===== src/rtl/irq_seq_if.sv =====
// irq_seq_if: control-unit / register-file / memory-bus signals of the interrupt sequencer
interface irq_seq_if #(parameter int NUM_IRQ = 8);
  logic [NUM_IRQ-1:0] irq;
  logic [NUM_IRQ-1:0] irq_ack;
  logic instr_done;
  logic reti;
  logic [15:0] pc_q;
  logic [15:0] sp_q;
  logic [15:0] sr_q;
  logic [15:0] mem_rdata;
  logic mem_ready;
  logic [15:0] mem_addr;
  logic [15:0] mem_wdata;
  logic mem_we;
  logic mem_re;
  logic rf_RW;
  logic [3:0] rf_DA;
  logic [15:0] rf_Din;
  logic cpu_stall;
  modport master (
    input irq, instr_done, reti, pc_q, sp_q, sr_q, mem_rdata, mem_ready,
    output mem_addr, mem_wdata, mem_we, mem_re, rf_RW, rf_DA, rf_Din, irq_ack, cpu_stall
  );
  modport slave (
    output irq, instr_done, reti, pc_q, sp_q, sr_q, mem_rdata, mem_ready,
    input mem_addr, mem_wdata, mem_we, mem_re, rf_RW, rf_DA, rf_Din, irq_ack, cpu_stall
  );
endinterface


===== src/rtl/irq_seq.sv =====
// irq_seq: MSP430 interrupt entry / RETI sequencer owning the register write port and memory port
module irq_seq #(
  parameter int NUM_IRQ = 8,
  parameter logic [15:0] VEC_BASE = 16'hFFE0
) (
  input logic clk,
  input logic rst,
  irq_seq_if.master bus
);
  typedef enum logic [3:0] {
    IDLE, SP_DEC1, PUSH_PC, SP_DEC2, PUSH_SR, CLR_SR, RD_VEC, LOAD_PC,
    POP_SR, SP_INC1, POP_PC, SP_INC2
  } state_t;
  localparam int KW = NUM_IRQ > 1 ? $clog2(NUM_IRQ) : 1;
  state_t r_state, w_next;
  logic [KW-1:0] r_k, w_k;
  logic [15:0] r_vec;
  logic [NUM_IRQ-1:0] r_ack;
  logic w_take;
  always_comb begin
    w_k = '0;
    for (int i = 0; i < NUM_IRQ; i++) if (bus.irq[i]) w_k = KW'(i);
  end
  assign w_take = r_state == IDLE && bus.instr_done && !bus.reti && bus.sr_q[3] && |bus.irq;
  always_ff @(posedge clk) begin
    if (rst) begin
      r_state <= IDLE;
      r_k <= '0;
      r_vec <= '0;
      r_ack <= '0;
    end else begin
      r_state <= w_next;
      r_ack <= w_take ? NUM_IRQ'(1) << w_k : '0;
      if (w_take) r_k <= w_k;
      if (r_state == RD_VEC && bus.mem_ready) r_vec <= bus.mem_rdata;
    end
  end
  always_comb begin
    w_next = r_state;
    bus.mem_addr = '0;
    bus.mem_wdata = '0;
    bus.mem_we = 1'b0;
    bus.mem_re = 1'b0;
    bus.rf_RW = 1'b0;
    bus.rf_DA = '0;
    bus.rf_Din = '0;
    case (r_state)
      IDLE: w_next = (bus.instr_done && bus.reti) ? POP_SR : w_take ? SP_DEC1 : IDLE;
      SP_DEC1, SP_DEC2: begin
        bus.rf_RW = 1'b1;
        bus.rf_DA = 4'd1;
        bus.rf_Din = bus.sp_q - 16'd2;
        w_next = r_state == SP_DEC1 ? PUSH_PC : PUSH_SR;
      end
      PUSH_PC, PUSH_SR: begin
        bus.mem_we = 1'b1;
        bus.mem_addr = bus.sp_q;
        bus.mem_wdata = r_state == PUSH_PC ? bus.pc_q : bus.sr_q;
        if (bus.mem_ready) w_next = r_state == PUSH_PC ? SP_DEC2 : CLR_SR;
      end
      CLR_SR: begin
        bus.rf_RW = 1'b1;
        bus.rf_DA = 4'd2;
        bus.rf_Din = bus.sr_q & 16'h0040;
        w_next = RD_VEC;
      end
      RD_VEC: begin
        bus.mem_re = 1'b1;
        bus.mem_addr = VEC_BASE + 16'({r_k, 1'b0});
        if (bus.mem_ready) w_next = LOAD_PC;
      end
      LOAD_PC: begin
        bus.rf_RW = 1'b1;
        bus.rf_DA = 4'd0;
        bus.rf_Din = r_vec;
        w_next = IDLE;
      end
      POP_SR, POP_PC: begin
        bus.mem_re = 1'b1;
        bus.mem_addr = bus.sp_q;
        bus.rf_RW = bus.mem_ready;
        bus.rf_DA = (bus.mem_ready && r_state == POP_SR) ? 4'd2 : 4'd0;
        bus.rf_Din = bus.mem_ready ? bus.mem_rdata : 16'h0000;
        if (bus.mem_ready) w_next = r_state == POP_SR ? SP_INC1 : SP_INC2;
      end
      SP_INC1, SP_INC2: begin
        bus.rf_RW = 1'b1;
        bus.rf_DA = 4'd1;
        bus.rf_Din = bus.sp_q + 16'd2;
        w_next = r_state == SP_INC1 ? POP_PC : IDLE;
      end
      default: w_next = IDLE;
    endcase
  end
  assign bus.cpu_stall = r_state != IDLE;
  assign bus.irq_ack = r_ack;
endmodule

===== src/flat_wrapper.sv =====
// flat-port wrapper written by rule: the top's interface ports become plain ports
module irq_seq_flat 
#(
  parameter int NUM_IRQ = 8,
  parameter logic [15:0] VEC_BASE = 16'hFFE0
)
  (clk, rst, bus_irq, bus_instr_done, bus_reti, bus_pc_q, bus_sp_q, bus_sr_q, bus_mem_rdata, bus_mem_ready, bus_mem_addr, bus_mem_wdata, bus_mem_we, bus_mem_re, bus_rf_RW, bus_rf_DA, bus_rf_Din, bus_irq_ack, bus_cpu_stall);
  irq_seq_if #(.NUM_IRQ(NUM_IRQ)) bus_i ();
  input logic clk;
  input logic rst;
  input wire logic [$bits(bus_i.irq)-1:0] bus_irq;
  input wire logic [$bits(bus_i.instr_done)-1:0] bus_instr_done;
  input wire logic [$bits(bus_i.reti)-1:0] bus_reti;
  input wire logic [$bits(bus_i.pc_q)-1:0] bus_pc_q;
  input wire logic [$bits(bus_i.sp_q)-1:0] bus_sp_q;
  input wire logic [$bits(bus_i.sr_q)-1:0] bus_sr_q;
  input wire logic [$bits(bus_i.mem_rdata)-1:0] bus_mem_rdata;
  input wire logic [$bits(bus_i.mem_ready)-1:0] bus_mem_ready;
  output wire logic [$bits(bus_i.mem_addr)-1:0] bus_mem_addr;
  output wire logic [$bits(bus_i.mem_wdata)-1:0] bus_mem_wdata;
  output wire logic [$bits(bus_i.mem_we)-1:0] bus_mem_we;
  output wire logic [$bits(bus_i.mem_re)-1:0] bus_mem_re;
  output wire logic [$bits(bus_i.rf_RW)-1:0] bus_rf_RW;
  output wire logic [$bits(bus_i.rf_DA)-1:0] bus_rf_DA;
  output wire logic [$bits(bus_i.rf_Din)-1:0] bus_rf_Din;
  output wire logic [$bits(bus_i.irq_ack)-1:0] bus_irq_ack;
  output wire logic [$bits(bus_i.cpu_stall)-1:0] bus_cpu_stall;
  assign bus_i.irq = bus_irq;
  assign bus_i.instr_done = bus_instr_done;
  assign bus_i.reti = bus_reti;
  assign bus_i.pc_q = bus_pc_q;
  assign bus_i.sp_q = bus_sp_q;
  assign bus_i.sr_q = bus_sr_q;
  assign bus_i.mem_rdata = bus_mem_rdata;
  assign bus_i.mem_ready = bus_mem_ready;
  assign bus_mem_addr = bus_i.mem_addr;
  assign bus_mem_wdata = bus_i.mem_wdata;
  assign bus_mem_we = bus_i.mem_we;
  assign bus_mem_re = bus_i.mem_re;
  assign bus_rf_RW = bus_i.rf_RW;
  assign bus_rf_DA = bus_i.rf_DA;
  assign bus_rf_Din = bus_i.rf_Din;
  assign bus_irq_ack = bus_i.irq_ack;
  assign bus_cpu_stall = bus_i.cpu_stall;
  irq_seq #(.NUM_IRQ(NUM_IRQ), .VEC_BASE(VEC_BASE)) u_core (.clk(clk), .rst(rst), .bus(bus_i));
endmodule

===== config.mk =====
export PLATFORM = sky130hd
export DESIGN_NAME = irq_seq_flat
export DESIGN_NICKNAME = d
export VERILOG_FILES = /design/src/rtl/irq_seq_if.sv /design/src/rtl/irq_seq.sv /design/src/flat_wrapper.sv
export SDC_FILE = /design/constraint.sdc
export NUM_CORES = 1
export LEC_CHECK = 0
export ABC_CLOCK_PERIOD_IN_PS = 3500
export CORE_UTILIZATION = 45
export DETAILED_ROUTE_END_ITERATION = 8
export DONT_BUFFER_PORTS = 1
export HOLD_SLACK_MARGIN = 0.03
export PLACE_DENSITY = 0.56
export SYNTH_ARGS = -nofsm -noshare
export SYNTH_HDL_FRONTEND = slang
export SYNTH_SLANG_ARGS = --single-unit

===== constraint.sdc =====
create_clock -name clk -period 3.5 [get_ports clk]
set_input_delay 0.7 -clock clk [delete_from_list [all_inputs] [get_ports clk]]
set_output_delay 0.7 -clock clk [all_outputs]
set_load 0.02 [all_outputs]

=== After elaboration in Yosys (flattened, before gate mapping) ===
Index checks and enable logic that the tools add are counted.

* Register bits after elaboration: 31
* Bits of input ports: 77
* Word-level logic and storage cells: 71

* Reduce and logical (&&, ||, !) cells: 21
* Bitwise operators: 1
* Add/sub/neg operators: 3
* Shift-type cells: 1
* Eq/ne operators: 14
* Mux-type cells: 27

{| class="wikitable"
|+ Operators by type and width
! operator !! count
|-
| case mux 16 bit (5 select lines) || 1
|-
| 2-to-1 mux 16 bit || 3
|-
| case mux 16 bit (2 select lines) || 1
|-
| case mux 4 bit (7 select lines) || 1
|-
| 2-to-1 mux 3 bit || 8
|-
| 2-to-1 mux 4 bit || 5
|-
| adder 16 x 2 -> 16 bit (second input constant) || 1
|-
| equality test 4 x 3 -> 1 bit (second input constant) || 4
|-
| equality test 4 bit (second input constant) || 4
|-
| subtractor 16 x 2 -> 16 bit (second input constant) || 1
|-
| case mux 4 bit (3 select lines) || 1
|-
| OR reduction 2 bit || 5
|-
| equality test 4 x 2 -> 1 bit (second input constant) || 2
|-
| OR reduction 4 bit || 2
|-
| OR reduction 8 bit || 1
|-
| left shift 1 x 3 -> 8 bit (first input constant) || 1
|-
| adder 6 x 5 -> 7 bit (first input constant) || 1
|-
| logical AND 1 bit || 7
|-
| inequality test 2 bit (second input constant) || 3
|-
| OR reduction 6 bit || 1
|-
| equality test 4 x 1 -> 1 bit (second input constant) || 1
|-
| zero test 4 bit || 1
|-
| 2-to-1 mux 1 bit || 4
|-
| 2-to-1 mux 2 bit || 2
|-
| 6 further kinds || 6
|}

=== Depth between registers and ports, before layout ===
Gate-level depths: netlist (run 1).

* Word-level depth: 8
* Gate-level depth with buffers: 12
* Mapped depth without buffers: 9

=== Least setup slack after synthesis (run 1) ===
No wires, ideal clock.

* Path type: input to output
* From: input port bus_sp_q[2]
* To: output port bus_rf_Din[11]
* Cell stages on the path: 8
* Buffers on the path: 1
* Slack: 188 ps
* Data arrival time: 2612 ps
* Path through: clkbuf_1 > xnor2_1 > ha_1 > and3_1 > a31o_2 > a22oi_1 > xor2_1 > o21ai_0

* Word-level cells in the longest chain between the ends: 2
* Elaborated cells between the ends (all ways): 3
* Those cells by class: 2 x add/sub; 1 x mux

{| class="wikitable"
|+ RTL lines
! item !! line !! text
|-
| start: declaration || flat_wrapper.sv:15 || <nowiki>input wire logic [$bits(bus_i.sp_q)-1:0] bus_sp_q;</nowiki>
|-
| adder 16 x 2 -> 16 bit or subtractor 16 x 2 -> 16 bit (tied branches) || irq_seq.sv:89, irq_seq.sv:52 ||
|-
| case mux 16 bit (5 select lines) * || irq_seq.sv:47 || <nowiki>case (r_state)</nowiki>
|-
| end: declaration || flat_wrapper.sv:25 || <nowiki>output wire logic [$bits(bus_i.rf_Din)-1:0] bus_rf_Din;</nowiki>
|}

Every way passes the cells marked *; elsewhere a longest branch is shown, timed or not.

=== Final worst setup path (run 1) ===
* From: register u_core.r_state[2]
* To: output port bus_rf_Din[15]

* Word-level cells in the longest chain between the ends: 3
* Elaborated cells between the ends (all ways): 12
* Those cells by class: 8 x eq/ne; 1 x mux; 3 x reduce/logical

{| class="wikitable"
|+ RTL lines
! item !! line !! text
|-
| start: declaration || irq_seq.sv:15 || <nowiki>state_t r_state, w_next;</nowiki>
|-
| start signal: assignment || irq_seq.sv:32 || <nowiki>r_state <= w_next;</nowiki>
|-
| equality test 4 bit, or another cell as far along || irq_seq.sv:47 ||
|-
| OR reduction 2 bit || irq_seq.sv:47 ||
|-
| case mux 16 bit (5 select lines) * || irq_seq.sv:47 ||
|}

Marks and branches as above.

==> metrics.txt, run 1 <==
min Tclk post-route 3.282 ns; Filler Cell Count 585; # rows 27; Peak VDD IR around 0.23 mV; Yosys reg bits 31; DRC violations left 0; Synth Cell Area 2611 um2; RSZ-0062 raised after global routing false; die height a little under 80 um; CTS tree done; GP Congestion approximately 0.8; Leak about 1.1 nW; clk_skew 0.005982 ns; crit start category register; core area 5540 um2; Required @ worst endpoint 2.80 ns; DP Wirelength 5364 um; first-pass GRT wire length 11070 um; Most used DFF post-synth dfxtp_1; pwr/cell area around 340 nW/um2; GRT Total Usage 0.2268; worst slack at placement 0.3502 ns; Max Cap Viol 0; Post-Syn Instances ~380; EDFF count, synth 0; signal arrival time at the worst endpoint 2.58 ns; post-cts resize count 0; layout cells sized above 1 0.09016; most frequent cells in the layout nand2_1 (78), a21oi_1 (50), dfxtp_1 (31); final setup violation count 0; hold crit path type reg2reg; vias in the first global route 2218; count of hold-fix buffers inserted at cts 0; fmax 0.3047 GHz; drt pass-1 iters 4; Synth cell types 61; port buffer count 0; clk sinks 31; Post-synth ARST share 0; initial core utilization 0.4713; postcts setup bufs 0; DR vias 2635; Final period util 0.9378; Layout Nets 446; Vias/cell 6.016; Clk pin slew, worst setup/hold paths 0.07 ns; worst skew pair latency 0.28 ns; Synth warnings 0; DR iter-0 viols 185; Slew Viols, Final 0; total negative slack 0 ns; WL per Instance ~17 um; Die ar. 6111 um2; Critical Path Fanout Max 11; initial antenna violation count 0; final worst setup slack 0.2177 ns; CTS H-tree lvls 2; CTS Buf Count 5; drt total wl between 7000 and 8000 um; CP endpoint kind output port; Antenna diodes 0; total grt overflow 0; commonest non-fill, non-tap cell in the layout nand2_1; hold_ws around 0.45 ns; Die X-Extent 78.18 um; Slew HR 0.3280; largest net degree at the start of global routing 28; Slew @ Worst Pin 1.001 ns; sequential element share of the synthesized area 0.2377; CTS Root Cell clkbuf_8; status complete, no violations; Area growth, synth to finish 4.408%; final count of hold timing violations 0; clock tree buffer depth 2; IO Count 141; Post-DRT Antenna Nets 0; Avg Cell Area, Syn 6.890 um2; Crit Path Class reg2out
[area by class of cell]
cell class                 instances  area (um2)  area share
multi-input combinational        301        1769      0.6489
sequential                        31       620.6      0.2276
timing repair buffer              15       112.6     0.04130
tap                               72       90.09     0.03304
clock buffer                       5       68.82     0.02524
inverter                          11       41.29     0.01514
clock inverter                     3       23.77    0.008720
[routing by layer]
layer / vias up / GRT usage / share of wire
li1: 1306 / - / -
met5: - / 0 / 0
met3: 6 / 0.08605 / 0.090
met1: 1211 / 0.2861 / 0.43
met4: 0 / 0.02778 / 0.0044
met2: 112 / 0.3754 / 0.47
[path summary, 6_finish.rpt]
kind	end	slack, ns	cells past startpoint	from
setup / recovery	bus_rf_Din[15]	0.22	8	u_core.r_state[2]$_SDFFE_PP0P_
hold / removal	u_core.r_vec[11]$_SDFFE_PP0P_	0.45	2	u_core.r_vec[11]$_SDFFE_PP0P_
setup reg to reg	u_core.r_vec[14]$_SDFFE_PP0P_	1.17	5	u_core.r_state[1]$_SDFFE_PP0P_
hold reg to reg	u_core.r_vec[11]$_SDFFE_PP0P_	0.45	2	u_core.r_vec[11]$_SDFFE_PP0P_
[synthesized netlist by cell type (all sizes together) (4+ instances only)]
library cell	instances	area share
a22oi	13	0.037
nor3	13	0.031
o211ai	4	0.013
nor4	5	0.018
nor2	19	0.030
inv	11	0.016
clkbuf	15	0.023
xnor2	10	0.034
xor2	8	0.027
a21oi	50	0.096
dfxtp	31	0.24
o21ai	20	0.038
nand2	78	0.11
buf	22	0.050
ha	4	0.019
nor2b	4	0.0096
nand4	5	0.012
and2	5	0.012
and3	5	0.012
nand3	6	0.012
a21o	11	0.032
[registers in the layout, indices dropped and copies added (netlist names)]
name / flops
u_core.r_state: 4
u_core.r_k: 3
u_core.bus.irq_ack: 8
u_core.r_vec: 16
[cells by family after synthesis]
| group | share of synthesized area |
|---|---|
| xor+xnor | 0.06037 |
| simple gates | 0.2851 |
| mux | 0.01198 |
| flops | 0.2377 |
| fa+ha+maj | 0.02300 |
| compound gates | 0.2918 |
| buf+inv | 0.08864 |
| other cells | 0.001436 |
[power breakdown]
group	switching, mW	leakage (nW)	internal (mW)
Sequential	0.00668	0.250	0.358
Clock	0.149	0.0408	0.142
Combinational	0.194	0.775	0.0904
[critical path, stage by stage, from the launching register on]
cell and delay (ns):
dfxtp_1 0.34, and3b_2 0.29, xnor2_1 0.15, ha_1 0.29
nor4_4 0.23, nand3_1 0.17, a22oi_2 0.27, a211oi_2 0.12
o211ai_1 0.44
[stage by stage]
stage	area, um2	utilization	instances	total power, mW
finish	2726	0.4921	438	0.9395
global route	2726	0.4921	438	0.9942
CTS	2720	0.4910	438	0.9447
detailed placement	2628	0.4743	430	0.6571
global placement	2628	0.4743	430	0.6562
floorplan	2615	-	380	0.6300
(Power assumes the default switching activity.)
==> run 2, diff against run 1 <==
Settings changed: CORE_MARGIN set to 5, PLACE_DENSITY 0.56 to 0.72, REMOVE_ABC_BUFFERS set to 1.
==> run 2 against run 1 <==
Effect of this change:
- setup slack gained 0.039 ns
- power up 9.4%
- first-iteration DRC count increased by 30%
- worst hold slack got worse by 0.0013 ns
- largest cell class unchanged
- highest routed layer unchanged
==> metrics.txt, run 2 (synthesized netlist as in run 1, its figures left out) <==
DR iter-0 viols 241; switching share of power 0.3333; # rows 27; drt pass-1 iters 5; core area approximately 5600 um2; post-route cell area approximately 2800 um2; initial antenna violation count 0; Slew @ Worst Pin 0.7204 ns; Antenna diodes 0; placed instance area 2663 um2; sequential share of power 0.355; clk_skew 0.008070 ns; Required @ worst endpoint 2.80 ns; R2R setup slack 1.12 ns; clk sinks 31; largest net degree at the start of global routing 28; Die X-Extent approximately 86 um; final count of hold timing violations 0; CTS H-tree lvls 2; Clk pin slew, worst setup/hold paths 0.07 ns; slowest CP cell and3b_2; final setup violation count 0; CTS Root Cell clkbuf_8; Peak VDD IR 0.2158 mV; Post-DRT Antenna Nets 0; RSZ-0062 raised after global routing true; final worst setup slack around 0.26 ns; fmax 0.3083 GHz; CP max stage delay 0.36 ns; WL per Instance approximately 19 um; drt total wl 8253 um; power share of the clock group 0.360; Leak 1.105 nW; Crit path max-delay family simple AND/OR/NAND/NOR gates; CTS Buf Count 5; pwr/cell area roughly 370 nW/um2; final core utilization 0.4990; commonest non-fill, non-tap cell in the layout nand2_1; hold_ws 0.4502 ns; Layout Nets 450; Max Cap Viol 0; count of hold-fix buffers inserted at cts 0; initial core utilization 0.4685; DR vias 2699; port buffer count 0; post-cts resize count 0; status complete, no violations; first-pass GRT wire length 12990 um; worst slack at placement about 0.47 ns; signal arrival time at the worst endpoint roughly 2.5 ns; hold crit path type reg2reg; Slew Viols, Final 0; DP Wirelength around 6200 um; die height roughly 86 um; layout cells sized above 1 0.1000; Final period util 0.9266; crit start category register; GRT Total Usage 0.2166; worst skew pair latency roughly 0.28 ns; CTS tree done; Filler Cell Count 555; DRC violations left 0; Slew HR 0.5146; IO Count approximately 140; total grt overflow 0; clock tree buffer depth 2; min Tclk post-route 3.243 ns; cell internal pwr 0.6853 mW; vias in the first global route 2601; Vias/cell 6.106; Area growth, synth to finish 6.517%; most frequent cells in the layout nand2_1 (78), a21oi_1 (50), dfxtp_1 (31); combinational power share 0.285; Die ar. 7426 um2; Net Sw Power 0.3426 mW; worst path cell trace and3b_2 -> xnor2_1 -> ha_1 -> nor4_4 -> nand3_1 -> a22oi_1 -> xor2_1 -> o21ai_0 -> buf_4; CP endpoint kind output port; Critical Path Fanout Max 11; Crit Path Class reg2out; postcts setup bufs 0; max FFs per register 16; GP Congestion 0.8529; Top reg by flops u_core.r_vec; WP buf/inv 1
-- run 2: area by class of cell --
cell class / count / area (um2) / area share
Clock inverter: 2 / 35.03 / 0.01260
Clock buffer: 6 / 82.58 / 0.02969
Inverter: 11 / 41.29 / 0.01484
Multi-Input combinational cell: 301 / 1769 / 0.6361
Timing Repair Buffer: 19 / 142.6 / 0.05128
Tap cell: 72 / 90.09 / 0.03239
Sequential cell: 31 / 620.6 / 0.2231
-- run 2: tightest hold or removal path, cell delays in order (launching register included) --
cell and delay [ns]:
dfxtp_1 0.31, nand2_1 0.05, a21oi_1 0.05
-- run 2: metrics by stage --
step	total power, mW	setup TNS (ns)	std cells
2_1_floorplan	0.5966	0	343
6_report	1.028	0	442
3_3_place_gp	0.6608	0	434
5_1_grt	1.087	-0.01344	442
3_5_place_dp	0.6657	0	434
4_1_cts	1.036	0	442
-- run 2: metal layers --
metal	vias to the layer above	wire, um	GRT usage
li1	1313	-	-
met1	1224	3460	0.2723
met2	153	3924	0.3728
met3	9	784	0.05703
met4	0	83	0.04533
met5	-	0	0
-- run 2: power groups by stage --
stage	registers, mW	clock network (mW)	logic [mW]
floorplan	0.381	0	0.216
global placement	0.373	0	0.288
detailed placement	0.373	0	0.293
CTS	0.365	0.377	0.293
global route	0.366	0.400	0.321
finish	0.365	0.370	0.293
-- run 2: path summary, 6_finish.rpt --
check / startpoint / to / cells past startpoint
worst max-delay path: u_core.r_state[2]$_SDFFE_PP0P_ / bus_rf_Din[11] / 9
worst min-delay path: u_core.r_vec[9]$_SDFFE_PP0P_ / u_core.r_vec[9]$_SDFFE_PP0P_ / 2
worst max register to register: u_core.r_state[1]$_SDFFE_PP0P_ / u_core.r_vec[9]$_SDFFE_PP0P_ / 5
worst min register to register: u_core.r_vec[9]$_SDFFE_PP0P_ / u_core.r_vec[9]$_SDFFE_PP0P_ / 2
==> run 3, diff against run 2 <==
Settings changed: GPL_TIMING_DRIVEN set to 0.
==> run 3 against run 2 <==
Effect of this change:
- sequential power about the same
- utilization grew 0.20 points
- wire length down 1.1%
- clock power fell by 1%
- combinational power is 3% lower
- final cell count shrank 1.1%
- sequential cell count unchanged
- clock-buffer cell count stayed put
- clock skew fell by 0.0052 ns
- die area stayed put
- largest power group is now sequential cells
==> metrics.txt, run 3 (synthesized netlist as in run 1, its figures left out) <==
final core utilization 0.5010; Slew Viols, Final 0; footprint of the multi-input gates 1783 um2; initial antenna violation count 0; initial core utilization 0.4685; die height 86.18 um; clk_skew 0.002912 ns; # rows 27; post-route cell area ~2800 um2; largest net degree at the start of global routing 29; Antenna diodes 0; GRT met2 Usage 0.3455; Top reg by flops u_core.r_vec; commonest non-fill, non-tap cell in the layout nand2_1; total grt overflow 0; GRT Total Usage 0.2104; clk sinks 31; hold_ws 0.4509 ns; final setup violation count 0; min Tclk post-route 3.336 ns; Worst Hold Depth 2; met1 Use GR 0.2752; DR iter-0 viols 167; fin cells 437; CTS tree done; worst skew pair latency 0.28 ns; vias in the first global route 2491; clock tree buffer depth 2; register area 631.9 um2; WL per Instance between 15 and 20 um; port buffer count 0; final count of hold timing violations 0; status complete, no violations; core area about 5600 um2; Filler Cell Count 564; WP buf/inv 0; CTS Root Cell clkbuf_8; Layout Nets 445; Critical Path Fanout Max 7; Peak VDD IR 0.1693 mV; Area growth, synth to finish 6.948%; Die ar. ~7400 um2; Slew HR 0.1527; slowest CP cell o211ai_1; Slew @ Worst Pin 1.266 ns; FF-to-FF path depth 5; max FFs per register 16; Leak roughly 1.1 nW; hold crit path type reg2reg; R2R setup slack around 1.1 ns; Crit path max-delay family compound AO/OA/AOI/OAI gates; Final period util 0.9532; Required @ worst endpoint 2.80 ns; CP max stage delay 0.45 ns; drt total wl 8159 um; DR vias 2655; GP Congestion 0.9437; Vias/cell 6.076; layout cells sized above 1 0.1096; CP endpoint kind output port; worst slack at placement -0.5777 ns; Hold EP u_core.r_vec[13]$_SDFFE_PP0P_; worst path cell trace and3b_2 -> xnor2_1 -> ha_2 -> nor4_4 -> nand3_1 -> a22oi_2 -> a211oi_2 -> o211ai_1; Die X-Extent 86.18 um; final worst setup slack 0.1637 ns; CTS Buf Count 5; Critical R2R Capture u_core.r_vec[4]$_SDFFE_PP0P_; dpl cells approximately 420; drt pass-1 iters 5; Hold Path Origin u_core.r_vec[13]$_SDFFE_PP0P_; crit start category register; GRT busiest layer met2; RSZ-0062 raised after global routing false; IO Count 141; pwr/cell area roughly 360 nW/um2; DP Wirelength 6011 um; number of cells on the critical path 8; most frequent cells in the layout nand2_1 (78), a21oi_1 (50), dfxtp_1 (28); fmax 0.2997 GHz; DRC violations left 0; Crit Path Class reg2out; first-pass GRT wire length 12650 um; Post-DRT Antenna Nets 0; reg-to-reg startpoint u_core.r_state[1]$_SDFFE_PP0P_; placed instance area ~2500 um2; met3 Use GR 0.05038; CTS H-tree lvls 2; Clk pin slew, worst setup/hold paths 0.07 ns; signal arrival time at the worst endpoint 2.64 ns; Max Cap Viol 0
-- run 3: worst max path at each step --
stage | slack, ns | startpoint | endpoint
floorplan | 0.004 | u_core.r_state[3]$_SDFFE_PP0P_ | bus_rf_Din[11]
global placement | -0.53 | u_core.r_state[3]$_SDFFE_PP0P_ | bus_rf_Din[13]
detailed placement | -0.58 | u_core.r_state[3]$_SDFFE_PP0P_ | bus_rf_Din[15]
CTS | -0.13 | u_core.r_state[3]$_SDFFE_PP0P_ | bus_rf_Din[15]
global route | 0.01 | u_core.r_state[2]$_SDFFE_PP0P_ | bus_rf_Din[15]
finish | 0.16 | u_core.r_state[3]$_SDFFE_PP0P_ | bus_rf_Din[15]
-- run 3: layout make-up --
class                           count  area share
Timing Repair Buffer               14     0.04480
Multi-Input combinational cell    301      0.6384
Clock buffer                        6     0.02957
Tap cell                           72     0.03226
Sequential cell                    31      0.2263
Inverter                           11     0.01613
Clock inverter                      2     0.01254
-- run 3: repair_timing --
| action | CTS | global route |
|---|---|---|
| endpoints found under the hold margin | 0 | 0 |
| pin swaps | 0 | 2 |
| gates resized for setup | 11 | 4 |
| hold buffers | 0 | 0 |
| setup endpoints to repair | 29 | 9 |
| buffers inserted | 1 | 12 |
-- run 3: power by group --
part | internal (mW) | switching (mW)
Sequential | 0.358 | 0.00938
Clock | 0.230 | 0.135
Combinational | 0.0885 | 0.194
-- run 3: worst register-to-register path, delay by kind of cell (launching register included) --
family           cells  cell delay, ns
AND/OR/NAND/NOR      4            1.56
flip-flops           1            0.60
AO/OA/AOI/OAI        1            0.14
-- run 3: per-layer routing --
layer | routed length, um | part of all wire
met2 | 3814 | 0.47
met1 | 3436 | 0.42
met5 | 0 | 0
met4 | 172 | 0.021
met3 | 735 | 0.090
-- run 3: metrics by stage --
step / power, mW / TNS [ns]
final: 1.016 / 0
after floorplan: 0.5966 / 0
after global placement: 0.6363 / -4.665
after detailed placement: 0.6409 / -3.442
after global routing: 1.068 / 0
after CTS: 1.009 / -0.1293
